[src/rtl/z80_bus_pkg.sv]
// Shared definitions for the nano-z80 DMA master: register map, FSM states,
// control bit positions and the I/O window address helper.
package z80_bus_pkg;

  localparam logic [7:0] REG_MADDR_L  = 8'h78;
  localparam logic [7:0] REG_MADDR_H  = 8'h79;
  localparam logic [7:0] REG_PORT_OFS = 8'h7A;
  localparam logic [7:0] REG_LEN      = 8'h7B;
  localparam logic [7:0] REG_CTRL     = 8'h7C;

  localparam int CTRL_START = 0;
  localparam int CTRL_DIR   = 1;

  localparam logic [7:0] IO_WIN_BASE_DEF = 8'h80;

  typedef enum logic [2:0] {
    ST_IDLE,
    ST_REQ,
    ST_RD_SETUP,
    ST_RD_STB,
    ST_WR_SETUP,
    ST_WR_STB,
    ST_RELEASE
  } dma_state_e;

  typedef enum logic [1:0] {
    PH_IDLE,
    PH_SETUP,
    PH_STB
  } cyc_phase_e;

  // Port addresses live in page 0; the window base supplies the high bit(s).
  function automatic logic [15:0] io_addr(input logic [7:0] base, input logic [6:0] ofs);
    return {8'h00, base | {1'b0, ofs}};
  endfunction

endpackage

[src/rtl/dma_bus_cycle.sv]
// One Z80-style bus access: a single setup clock with strobes high, then
// STROBE_CYCLES clocks with the read or write strobe and its request low.
module dma_bus_cycle
  import z80_bus_pkg::*;
#(
  parameter int STROBE_CYCLES = 2
) (
  input  logic        clk_i,
  input  logic        rst_n_i,
  input  logic        i_start,
  input  logic        i_is_io,
  input  logic        i_is_wr,
  input  logic [15:0] i_addr,
  output logic [15:0] o_addr,
  output logic        o_mreq_n,
  output logic        o_ioreq_n,
  output logic        o_rd_n,
  output logic        o_wr_n,
  output logic        o_last
);

  localparam logic [2:0] LAST_CNT = 3'(STROBE_CYCLES - 1);

  cyc_phase_e  r_phase;
  logic [2:0]  r_cnt;
  logic        r_is_io;
  logic        r_is_wr;
  logic [15:0] r_addr;
  logic        r_mreq_n;
  logic        r_ioreq_n;
  logic        r_rd_n;
  logic        r_wr_n;

  assign o_last    = (r_phase == PH_STB) && (r_cnt == LAST_CNT);
  assign o_addr    = r_addr;
  assign o_mreq_n  = r_mreq_n;
  assign o_ioreq_n = r_ioreq_n;
  assign o_rd_n    = r_rd_n;
  assign o_wr_n    = r_wr_n;

  always_ff @(posedge clk_i or negedge rst_n_i) begin
    if (!rst_n_i) begin
      r_phase   <= PH_IDLE;
      r_cnt     <= 3'd0;
      r_is_io   <= 1'b0;
      r_is_wr   <= 1'b0;
      r_addr    <= 16'h0000;
      r_mreq_n  <= 1'b1;
      r_ioreq_n <= 1'b1;
      r_rd_n    <= 1'b1;
      r_wr_n    <= 1'b1;
    end else if (i_start) begin
      // A new access may begin on the same edge the previous strobe ends.
      r_phase   <= PH_SETUP;
      r_cnt     <= 3'd0;
      r_is_io   <= i_is_io;
      r_is_wr   <= i_is_wr;
      r_addr    <= i_addr;
      r_mreq_n  <= 1'b1;
      r_ioreq_n <= 1'b1;
      r_rd_n    <= 1'b1;
      r_wr_n    <= 1'b1;
    end else begin
      case (r_phase)
        PH_SETUP: begin
          r_phase   <= PH_STB;
          r_cnt     <= 3'd0;
          r_mreq_n  <= r_is_io;
          r_ioreq_n <= ~r_is_io;
          r_rd_n    <= r_is_wr;
          r_wr_n    <= ~r_is_wr;
        end
        PH_STB: begin
          if (o_last) begin
            r_phase   <= PH_IDLE;
            r_mreq_n  <= 1'b1;
            r_ioreq_n <= 1'b1;
            r_rd_n    <= 1'b1;
            r_wr_n    <= 1'b1;
          end else begin
            r_cnt <= r_cnt + 3'd1;
          end
        end
        default: r_phase <= PH_IDLE;
      endcase
    end
  end

endmodule

[src/rtl/z80_dma_master.sv]
// Bus-initiator DMA engine: moves a block between RAM and the 128-port I/O
// window after taking the Z80 bus with BUSREQ/BUSACK.
module z80_dma_master
  import z80_bus_pkg::*;
#(
  parameter int         STROBE_CYCLES = 2,
  parameter logic [7:0] IO_WIN_BASE   = IO_WIN_BASE_DEF
) (
  input  logic        clk_i,
  input  logic        rst_n_i,
  input  logic        reg_cs_i,
  input  logic        reg_wr_n_i,
  input  logic [7:0]  reg_addr_i,
  input  logic [7:0]  reg_data_i,
  output logic [7:0]  reg_data_o,
  output logic        busreq_n_o,
  input  logic        busack_n_i,
  output logic        m_oe_o,
  output logic [15:0] m_addr_o,
  output logic [7:0]  m_data_o,
  input  logic [7:0]  m_data_i,
  output logic        m_mreq_n_o,
  output logic        m_ioreq_n_o,
  output logic        m_rd_n_o,
  output logic        m_wr_n_o,
  output logic        done_o
);

  dma_state_e  r_state;
  logic [15:0] r_maddr;
  logic [6:0]  r_ofs;
  logic [7:0]  r_len;
  logic        r_dir;
  logic        r_done_flag;
  logic [15:0] r_ram_ptr;
  logic [6:0]  r_ofs_ptr;
  logic [7:0]  r_remain;
  logic        r_busreq_n;
  logic        r_oe;
  logic [7:0]  r_wdata;
  logic        r_done;

  logic        w_busy;
  logic        w_reg_we;
  logic        w_last;
  logic        w_cyc_start;
  logic        w_cyc_is_io;
  logic        w_cyc_is_wr;
  logic [15:0] w_cyc_addr;
  logic [15:0] w_bus_addr;
  logic [15:0] w_io_cur;
  logic [15:0] w_io_nxt;
  logic [15:0] w_ram_nxt;
  logic [7:0]  w_rdata;

  assign w_busy    = (r_state != ST_IDLE);
  assign w_reg_we  = reg_cs_i & ~reg_wr_n_i;
  assign w_io_cur  = io_addr(IO_WIN_BASE, r_ofs_ptr);
  assign w_io_nxt  = io_addr(IO_WIN_BASE, r_ofs_ptr + 7'd1);
  assign w_ram_nxt = r_ram_ptr + 16'd1;

  // Pick which access the bus-cycle sequencer launches on this edge.
  always_comb begin
    w_cyc_start = 1'b0;
    w_cyc_is_io = r_dir;
    w_cyc_is_wr = 1'b0;
    w_cyc_addr  = r_dir ? w_io_cur : r_ram_ptr;
    case (r_state)
      ST_REQ: w_cyc_start = ~busack_n_i;
      ST_RD_STB: begin
        w_cyc_start = w_last;
        w_cyc_is_io = ~r_dir;
        w_cyc_is_wr = 1'b1;
        w_cyc_addr  = r_dir ? r_ram_ptr : w_io_cur;
      end
      ST_WR_STB: begin
        w_cyc_start = w_last && (r_remain > 8'd1);
        w_cyc_addr  = r_dir ? w_io_nxt : w_ram_nxt;
      end
      default: ;
    endcase
  end

  dma_bus_cycle #(
    .STROBE_CYCLES(STROBE_CYCLES)
  ) u_cycle (
    .clk_i    (clk_i),
    .rst_n_i  (rst_n_i),
    .i_start  (w_cyc_start),
    .i_is_io  (w_cyc_is_io),
    .i_is_wr  (w_cyc_is_wr),
    .i_addr   (w_cyc_addr),
    .o_addr   (w_bus_addr),
    .o_mreq_n (m_mreq_n_o),
    .o_ioreq_n(m_ioreq_n_o),
    .o_rd_n   (m_rd_n_o),
    .o_wr_n   (m_wr_n_o),
    .o_last   (w_last)
  );

  assign m_oe_o     = r_oe;
  assign m_addr_o   = r_oe ? w_bus_addr : 16'h0000;
  assign m_data_o   = r_wdata;
  assign busreq_n_o = r_busreq_n;
  assign done_o     = r_done;
  assign reg_data_o = w_rdata;

  always_comb begin
    w_rdata = 8'h00;
    if (reg_cs_i) begin
      case (reg_addr_i)
        REG_MADDR_L:  w_rdata = r_maddr[7:0];
        REG_MADDR_H:  w_rdata = r_maddr[15:8];
        REG_PORT_OFS: w_rdata = {1'b0, r_ofs};
        REG_LEN:      w_rdata = r_len;
        REG_CTRL:     w_rdata = {w_busy, r_done_flag, 4'b0000, r_dir, 1'b0};
        default:      w_rdata = 8'h00;
      endcase
    end
  end

  always_ff @(posedge clk_i or negedge rst_n_i) begin
    if (!rst_n_i) begin
      r_state     <= ST_IDLE;
      r_maddr     <= 16'h0000;
      r_ofs       <= 7'd0;
      r_len       <= 8'd0;
      r_dir       <= 1'b0;
      r_done_flag <= 1'b0;
      r_ram_ptr   <= 16'h0000;
      r_ofs_ptr   <= 7'd0;
      r_remain    <= 8'd0;
      r_busreq_n  <= 1'b1;
      r_oe        <= 1'b0;
      r_wdata     <= 8'h00;
      r_done      <= 1'b0;
    end else begin
      r_done <= 1'b0;
      case (r_state)
        // Registers are only writable while idle, which also blocks START.
        ST_IDLE: begin
          if (w_reg_we) begin
            case (reg_addr_i)
              REG_MADDR_L:  r_maddr[7:0]  <= reg_data_i;
              REG_MADDR_H:  r_maddr[15:8] <= reg_data_i;
              REG_PORT_OFS: r_ofs         <= reg_data_i[6:0];
              REG_LEN:      r_len         <= reg_data_i;
              REG_CTRL: begin
                r_dir <= reg_data_i[CTRL_DIR];
                if (reg_data_i[CTRL_START]) begin
                  r_done_flag <= 1'b0;
                  r_ram_ptr   <= r_maddr;
                  r_ofs_ptr   <= r_ofs;
                  r_remain    <= (r_len == 8'd0) ? 8'd128 : r_len;
                  r_busreq_n  <= 1'b0;
                  r_state     <= ST_REQ;
                end
              end
              default: ;
            endcase
          end
        end
        ST_REQ: begin
          if (!busack_n_i) begin
            r_oe    <= 1'b1;
            r_state <= ST_RD_SETUP;
          end
        end
        ST_RD_SETUP: r_state <= ST_RD_STB;
        ST_RD_STB: begin
          if (w_last) begin
            r_wdata <= m_data_i;
            r_state <= ST_WR_SETUP;
          end
        end
        ST_WR_SETUP: r_state <= ST_WR_STB;
        ST_WR_STB: begin
          if (w_last) begin
            if (r_remain > 8'd1) begin
              r_remain  <= r_remain - 8'd1;
              r_ram_ptr <= w_ram_nxt;
              r_ofs_ptr <= r_ofs_ptr + 7'd1;
              r_state   <= ST_RD_SETUP;
            end else begin
              r_oe        <= 1'b0;
              r_busreq_n  <= 1'b1;
              r_done      <= 1'b1;
              r_done_flag <= 1'b1;
              r_wdata     <= 8'h00;
              r_state     <= ST_RELEASE;
            end
          end
        end
        ST_RELEASE: r_state <= ST_IDLE;
        default:    r_state <= ST_IDLE;
      endcase
    end
  end

endmodule

[config.mk]
export PLATFORM = sky130hd
export DESIGN_NAME = z80_dma_master
export DESIGN_NICKNAME = d
export VERILOG_FILES = /design/src/rtl/z80_bus_pkg.sv /design/src/rtl/dma_bus_cycle.sv /design/src/rtl/z80_dma_master.sv
export SDC_FILE = /design/constraint.sdc
export NUM_CORES = 1
export LEC_CHECK = 0
export CAP_MARGIN = 15
export CORE_MARGIN = 1.5
export CORE_UTILIZATION = 50
export CTS_CLUSTER_DIAMETER = 100
export DETAILED_ROUTE_END_ITERATION = 10
export DONT_BUFFER_PORTS = 1
export PLACE_DENSITY_LB_ADDON = 0.05
export REMOVE_ABC_BUFFERS = 1
export SETUP_SLACK_MARGIN = 0.5
export SLEW_MARGIN = 20
export SYNTH_ARGS = -nofsm -noshare
export SYNTH_HDL_FRONTEND = slang
export SYNTH_SLANG_ARGS = --single-unit
[constraint.sdc]
create_clock -name clk_i -period 2.4 [get_ports clk_i]
set_input_delay 0.36 -clock clk_i [delete_from_list [all_inputs] [get_ports clk_i]]
set_output_delay 0.36 -clock clk_i [all_outputs]
set_load 0.05 [all_outputs]
Word level (Yosys, flattened, before mapping)
Index checks and enable logic that the tools add are counted.
- memory bits (read-only): 0
- latch bits: 0
- bits in writable memories: 0
- register bits after elaboration: 105
- output and inout port bits: 39
- memories: 0
- input port bits: 29
- logic and storage cells: 147
- multipliers: 0
- multiplexer cells: 69
- add/sub/neg operators: 4
- div/mod/pow operators: 0
- reduce and logical (&&, ||, !) cells: 21
- bitwise operators: 6
- equal/unequal tests: 23
- shifts and indexed selects: 0
- magnitude comparators: 1
- operators by type and width (cell ; count):
    two-way mux 16 bit ; 9
    two-way mux 8 bit ; 10
    one-hot mux 16 bit (2 select lines) ; 2
    equality test 8 x 7 -> 1 bit, second input constant ; 5
    one-hot mux 8 bit (5 select lines) ; 1
    two-way mux 7 bit ; 5
    one-hot mux 8 bit (2 select lines) ; 2
    two-way mux 3 bit ; 9
    two-way mux 1 bit ; 18
    one-hot mux 3 bit (6 select lines) ; 1
    AND reduction 6 bit ; 3
    adder 16 x 1 -> 16 bit, second input constant ; 1
    AND reduction 3 bit ; 5
    != test 2 bit, second input constant ; 7
    one-hot mux 7 bit (2 select lines) ; 1
    one-hot mux 1 bit (2 select lines) ; 6
    greater-than comparator 8 x 1 -> 1 bit, second input constant ; 1
    logical NOT 8 bit ; 1
    AND reduction 4 bit ; 2
    subtractor 8 x 1 -> 8 bit, second input constant ; 1
    adder 7 x 1 -> 7 bit, second input constant ; 1
    equality test 3 x 1 -> 1 bit, second input constant ; 2
    equality test 3 x 2 -> 1 bit, second input constant ; 2
    equality test 3 bit, second input constant ; 2
    16 further kinds ; 27

Depth between registers and ports, before layout
- depth in word-level cells: 6
- depth in mapped cells: 9
- depth with buffers taken out: 7

Hierarchy
A second synthesis with hierarchy kept.
- cells, all modules: 651
- area, all modules: 6204.7 um^2
- by module, submodules not included (module ; instances ; cells each ; area an instance (um^2) ; sequential area each (um^2)):
    z80_dma_master ; 1 ; 562 ; 5009.8 ; 1953.1
    dma_bus_cycle ; 1 ; 89 ; 1194.9 ; 680.7

Worst setup path before layout
OpenSTA, ideal clock, no wires.
- path type: input port to output port
- start: in reg_addr_i[1]
- end: out reg_data_o[3]
- arrival time: 2.512 ns
- stages on the path: 4
- setup slack: -0.472 ns
- path buffers: 2
- data required time: 2.040 ns
- cells stage by stage: clkbuf_1 > buf_1 > mux4_2 > nor3b_1
- longest elaborated chain between the ends: 3
- elaborated cells on any way between the ends: 7
- those cells by class: eq/ne (5); mux (2)
- RTL lines (what ; line ; text):
    start, declared ; z80_dma_master.sv:13 ; input logic [7:0] reg_addr_i,
    equality test 8 x 7 -> 1 bit ; z80_dma_master.sv:111 ; case (reg_addr_i)
    one-hot mux 8 bit (5 select lines) (*) ; z80_dma_master.sv:111 ;
    two-way mux 8 bit (*) ; z80_dma_master.sv:110 ; if (reg_cs_i) begin
    end, declared ; z80_dma_master.sv:15 ; output logic [7:0] reg_data_o,
Every way passes the cells marked *; elsewhere a longest branch is shown, timed or not.

Worst setup path after layout
- start: reg r_state[1]
- end: reg r_maddr[11]
- longest elaborated chain between the ends: 2
- RTL lines (what ; line ; text):
    start, declared ; z80_dma_master.sv:29 ; dma_state_e r_state;
    start signal, assigned ; z80_dma_master.sv:124 ; r_state <= ST_IDLE;
    start signal, assigned ; z80_dma_master.sv:156 ; r_state <= ST_REQ;
    start signal, assigned ; z80_dma_master.sv:166 ; r_state <= ST_RD_SETUP;
    logical NOT 3 bit ; z80_dma_master.sv:139 ; case (r_state)
    AND reduction 3 bit (no source line) ; - ;
    end signal, assigned ; z80_dma_master.sv:145 ; REG_MADDR_H: r_maddr[15:8] <= reg_data_i;
    end, declared ; z80_dma_master.sv:30 ; logic [15:0] r_maddr;
No other way between the ends.
A chain may end at the register's enable or synchronous reset.

==> impl_results.md <==
- Status: finished with violations
- Failing checks: hold timing
- Final worst-path setup slack: 0.134 ns
- Non-filler cells in the finished layout: approximately 900
- Post-route DRC: 0
- Maximum vdd drop: roughly 470 uV
- Initial antenna violation count: 0
- Antenna viol nets, final: 0
- CP startpoint kind: flip-flop
- Post-detailed-placement cell area: between 0.006 and 0.007 mm2
- Initial DRT Pass Iterations: 6
- Sequential-to-total area share from yosys stat: 43.4%
- Die width: approximately 110 um
- Final setup fails: 0
- Ant. Diodes: 0
- CP delay by family, top: simple AND/OR/NAND/NOR gates
- Clock tree sinks: between 100 and 150
- Area of the die: approximately 0.013 mm2
- GPL Wtd Cong: around 0.84
- Fin area: roughly 0.0086 mm2
- #FFs+latches synth: 105
- Setup Skew: ~0.010 ns
- Later-pin clock latency in the skew report: 0.36 ns
- Final period util: between 90% and 100%
- First-pass GRT wire length: ~30 mm
- CP max FO: 8
- Total GRT Usage: 31.0%
- Leak pwr: about 3.6 nW
- Clock-pin slew on the worst setup and hold paths: around 0.080 ns
- Worst slack, placed: -0.0638 ns
- Syn Inst Count: ~660
- Hold slack final: -0.313 ns
- Core area: approximately 0.012 mm2
- Post-DP HPWL: 11.1 mm
- RSZ-0062 raised after global routing: true
- Critical path arrival: ~2.5 ns
- IO Port Bufs: 0
- Final count of pins violating max slew: 0
- Max clock buf depth: 2
- Crit. End Element: flip-flop
- PD cells: between 700 and 800 mW/mm2
- Hold Path Class: input pin to asynchronous set/reset pin
- Number of CTS-inserted buffers: 9
- Slew @ Worst Pin: between 0.5 and 0.6 ns
- Initial core utilization: 51.0%
- Vias: 5,741
- CP cell instances: or4_4 -> or3_4 -> nor3b_4 -> buf_12 -> mux2_2
- Bufs and invs on worst path: 1
- CP required: between 2 and 3 ns
- Die Ht: 113 um
- Post-synth ARST share: 100%
- Deepest level of the CTS H-tree: 3
- Number of global-route vias before repair: between 5,000 and 6,000
- Share of cells above drive strength 1: 42.6%
- Netlist cell types: 63
- Max Cap Viol: 0
- Slowest cell on the critical path: or4_4
- FMAX: approximately 0.44 GHz
- Number of synthesized flops with an enable pin: 0
- CP max stage delay: ~0.57 ns
- Post-Synthesis Cell Area: slightly above 0.006 mm2
- Clk root buf: clkbuf_16
- Largest net degree at the start of global routing: 106
- WS Path Type: flip-flop to flip-flop
- Rows: 40
- I/O pin cnt: 68
- Grt total ovfl: 0
- DR iter-0 viols: between 500 and 600
- Tmin final: about 2.3 ns
- Fin nets: between 700 and 800
- Layout area overhead: 42.2%
- CTS tree: built
- Total Wirelength: 20.4 mm
- Mean area per synthesized cell: 9.23 um2
- Prevailing post-synth register cell: dfrtp_1
- Fin. Hold Viols: 105
- Fill count: about 850
- Power consumption: around 6 mW
- Syn. warnings: 0
- Detailed-route wire length per cell: 22.7 um
- Slew headroom: approximately 65%
- Placed Instances: a little under 800
- Via density: roughly 6.4
[per-layer routing]
| layer | up-vias | GRT usage (%) | share of wire (%) |
|---|---|---|---|
| met5 | - | 0 | 0 |
| met4 | 0 | 11.7 | 2.8 |
| met3 | 46 | 4.93 | 6.5 |
| met2 | 277 | 50.6 | 50 |
| met1 | 2840 | 41.9 | 41 |
| li1 | 2578 | - | - |
[Yosys cell counts, types with 10 or more instances]
library cell	instances	share of area (%)
nor2_1	68	4.2
a31oi_1	17	1.8
o22ai_1	10	1.0
dfrtp_1	100	41
a21oi_1	49	4.0
nand3_1	19	1.6
mux2i_1	20	3.3
clkbuf_1	38	2.3
mux2_2	32	5.9
and2_1	18	1.9
o21ai_0	58	4.8
nand2_1	64	4.0
[registers in the layout, indices dropped and copies added (netlist names), 2 cells and up]
| register | cells |
|---|---|
| u_cycle.o_addr | 16 |
| r_maddr | 16 |
| u_cycle.r_phase | 2 |
| r_ofs_ptr | 7 |
| r_ram_ptr | 16 |
| u_cycle.r_cnt | 3 |
| r_remain | 8 |
| r_ofs | 7 |
| r_len | 8 |
| r_state | 3 |
| m_data_o | 8 |
[placed cells by master, fill, tap and decap left out, types with 12 or more instances in the layout]
cell,instances
mux2i_1,20
buf_4,64
a21oi_1,27
mux2_4,24
nand2_1,50
o21ai_2,14
dfrtp_1,97
nor2_1,54
clkbuf_16,12
buf_16,12
buf_6,31
a31oi_1,15
a21oi_2,19
o21ai_0,21
nand3_1,16
and2_2,16
buf_12,12
o21ai_1,23
[path summary, 6_finish.rpt]
kind                                          end               from  cells past startpoint  slack (ns)
worst max-delay path                  r_maddr[11]         r_state[1]                      5        0.13
worst min-delay path            u_cycle.o_addr[9]            rst_n_i                      0       -0.31
worst max register to register        r_maddr[11]         r_state[1]                      5        0.13
worst min register to register  u_cycle.o_addr[9]  u_cycle.o_addr[9]                      1        0.49
max in group asynchronous              busreq_n_o            rst_n_i                      0        2.51
min in group clk_i                    m_data_o[4]        m_data_i[4]                      2        0.13
[repair_timing]
| item | CTS | global route |
|---|---|---|
| endpoints found under the setup margin | 122 | 106 |
| pin swaps | 41 | 20 |
| resized for setup | 164 | 102 |
| endpoints found under the hold margin | 105 | 105 |
| cloned | 15 | 3 |
| setup buffers | 54 | 24 |
[kinds of logic (layout without fill, tap and decap cells)]
logic type | after synthesis | in the layout | share of synthesized area (%)
simple gates | 241 | 241 | 20.6
compound gates | 177 | 177 | 17.6
flops | 105 | 105 | 43.4
mux | 58 | 58 | 11.3
buf+inv | 58 | 151 | 3.90
xor+xnor | 11 | 11 | 1.59
fa+ha+maj | 8 | 8 | 1.65
[stage by stage]
| stage | setup TNS, ns | hold WS (ns) | util, % |
|---|---|---|---|
| 2_1_floorplan | -38.36 | 0.0644 | - |
| 3_3_place_gp | 0 | 0.0675 | 53.3 |
| 3_5_place_dp | -0.461 | 0.0668 | 53.3 |
| 4_1_cts | 0 | -0.317 | 66.9 |
| 5_1_grt | 0 | -0.325 | 72.5 |
| 6_report | 0 | -0.313 | 72.5 |
[area by class of cell]
cell class              instances  area, um2  area share [%]
clock inverters                 4       33.8           0.391
inverters                       9       33.8           0.391
flip-flops and latches        105       2640            30.6
well taps                     147        184            2.13
clock buffers                  12        256            2.97
repair buffers                126       1560            18.1
multi-input cells             495       3930            45.5
[power breakdown]
part,internal (mW),leakage (nW),switching [mW],total [mW]
Combinational,0.813,2.07,1.22,2.03
Sequential,2.07,1.34,0.567,2.64
Clock,0.772,0.140,0.712,1.48
Total,3.66,3.55,2.50,6.16
Note: power is estimated with default switching activity, not from simulation.
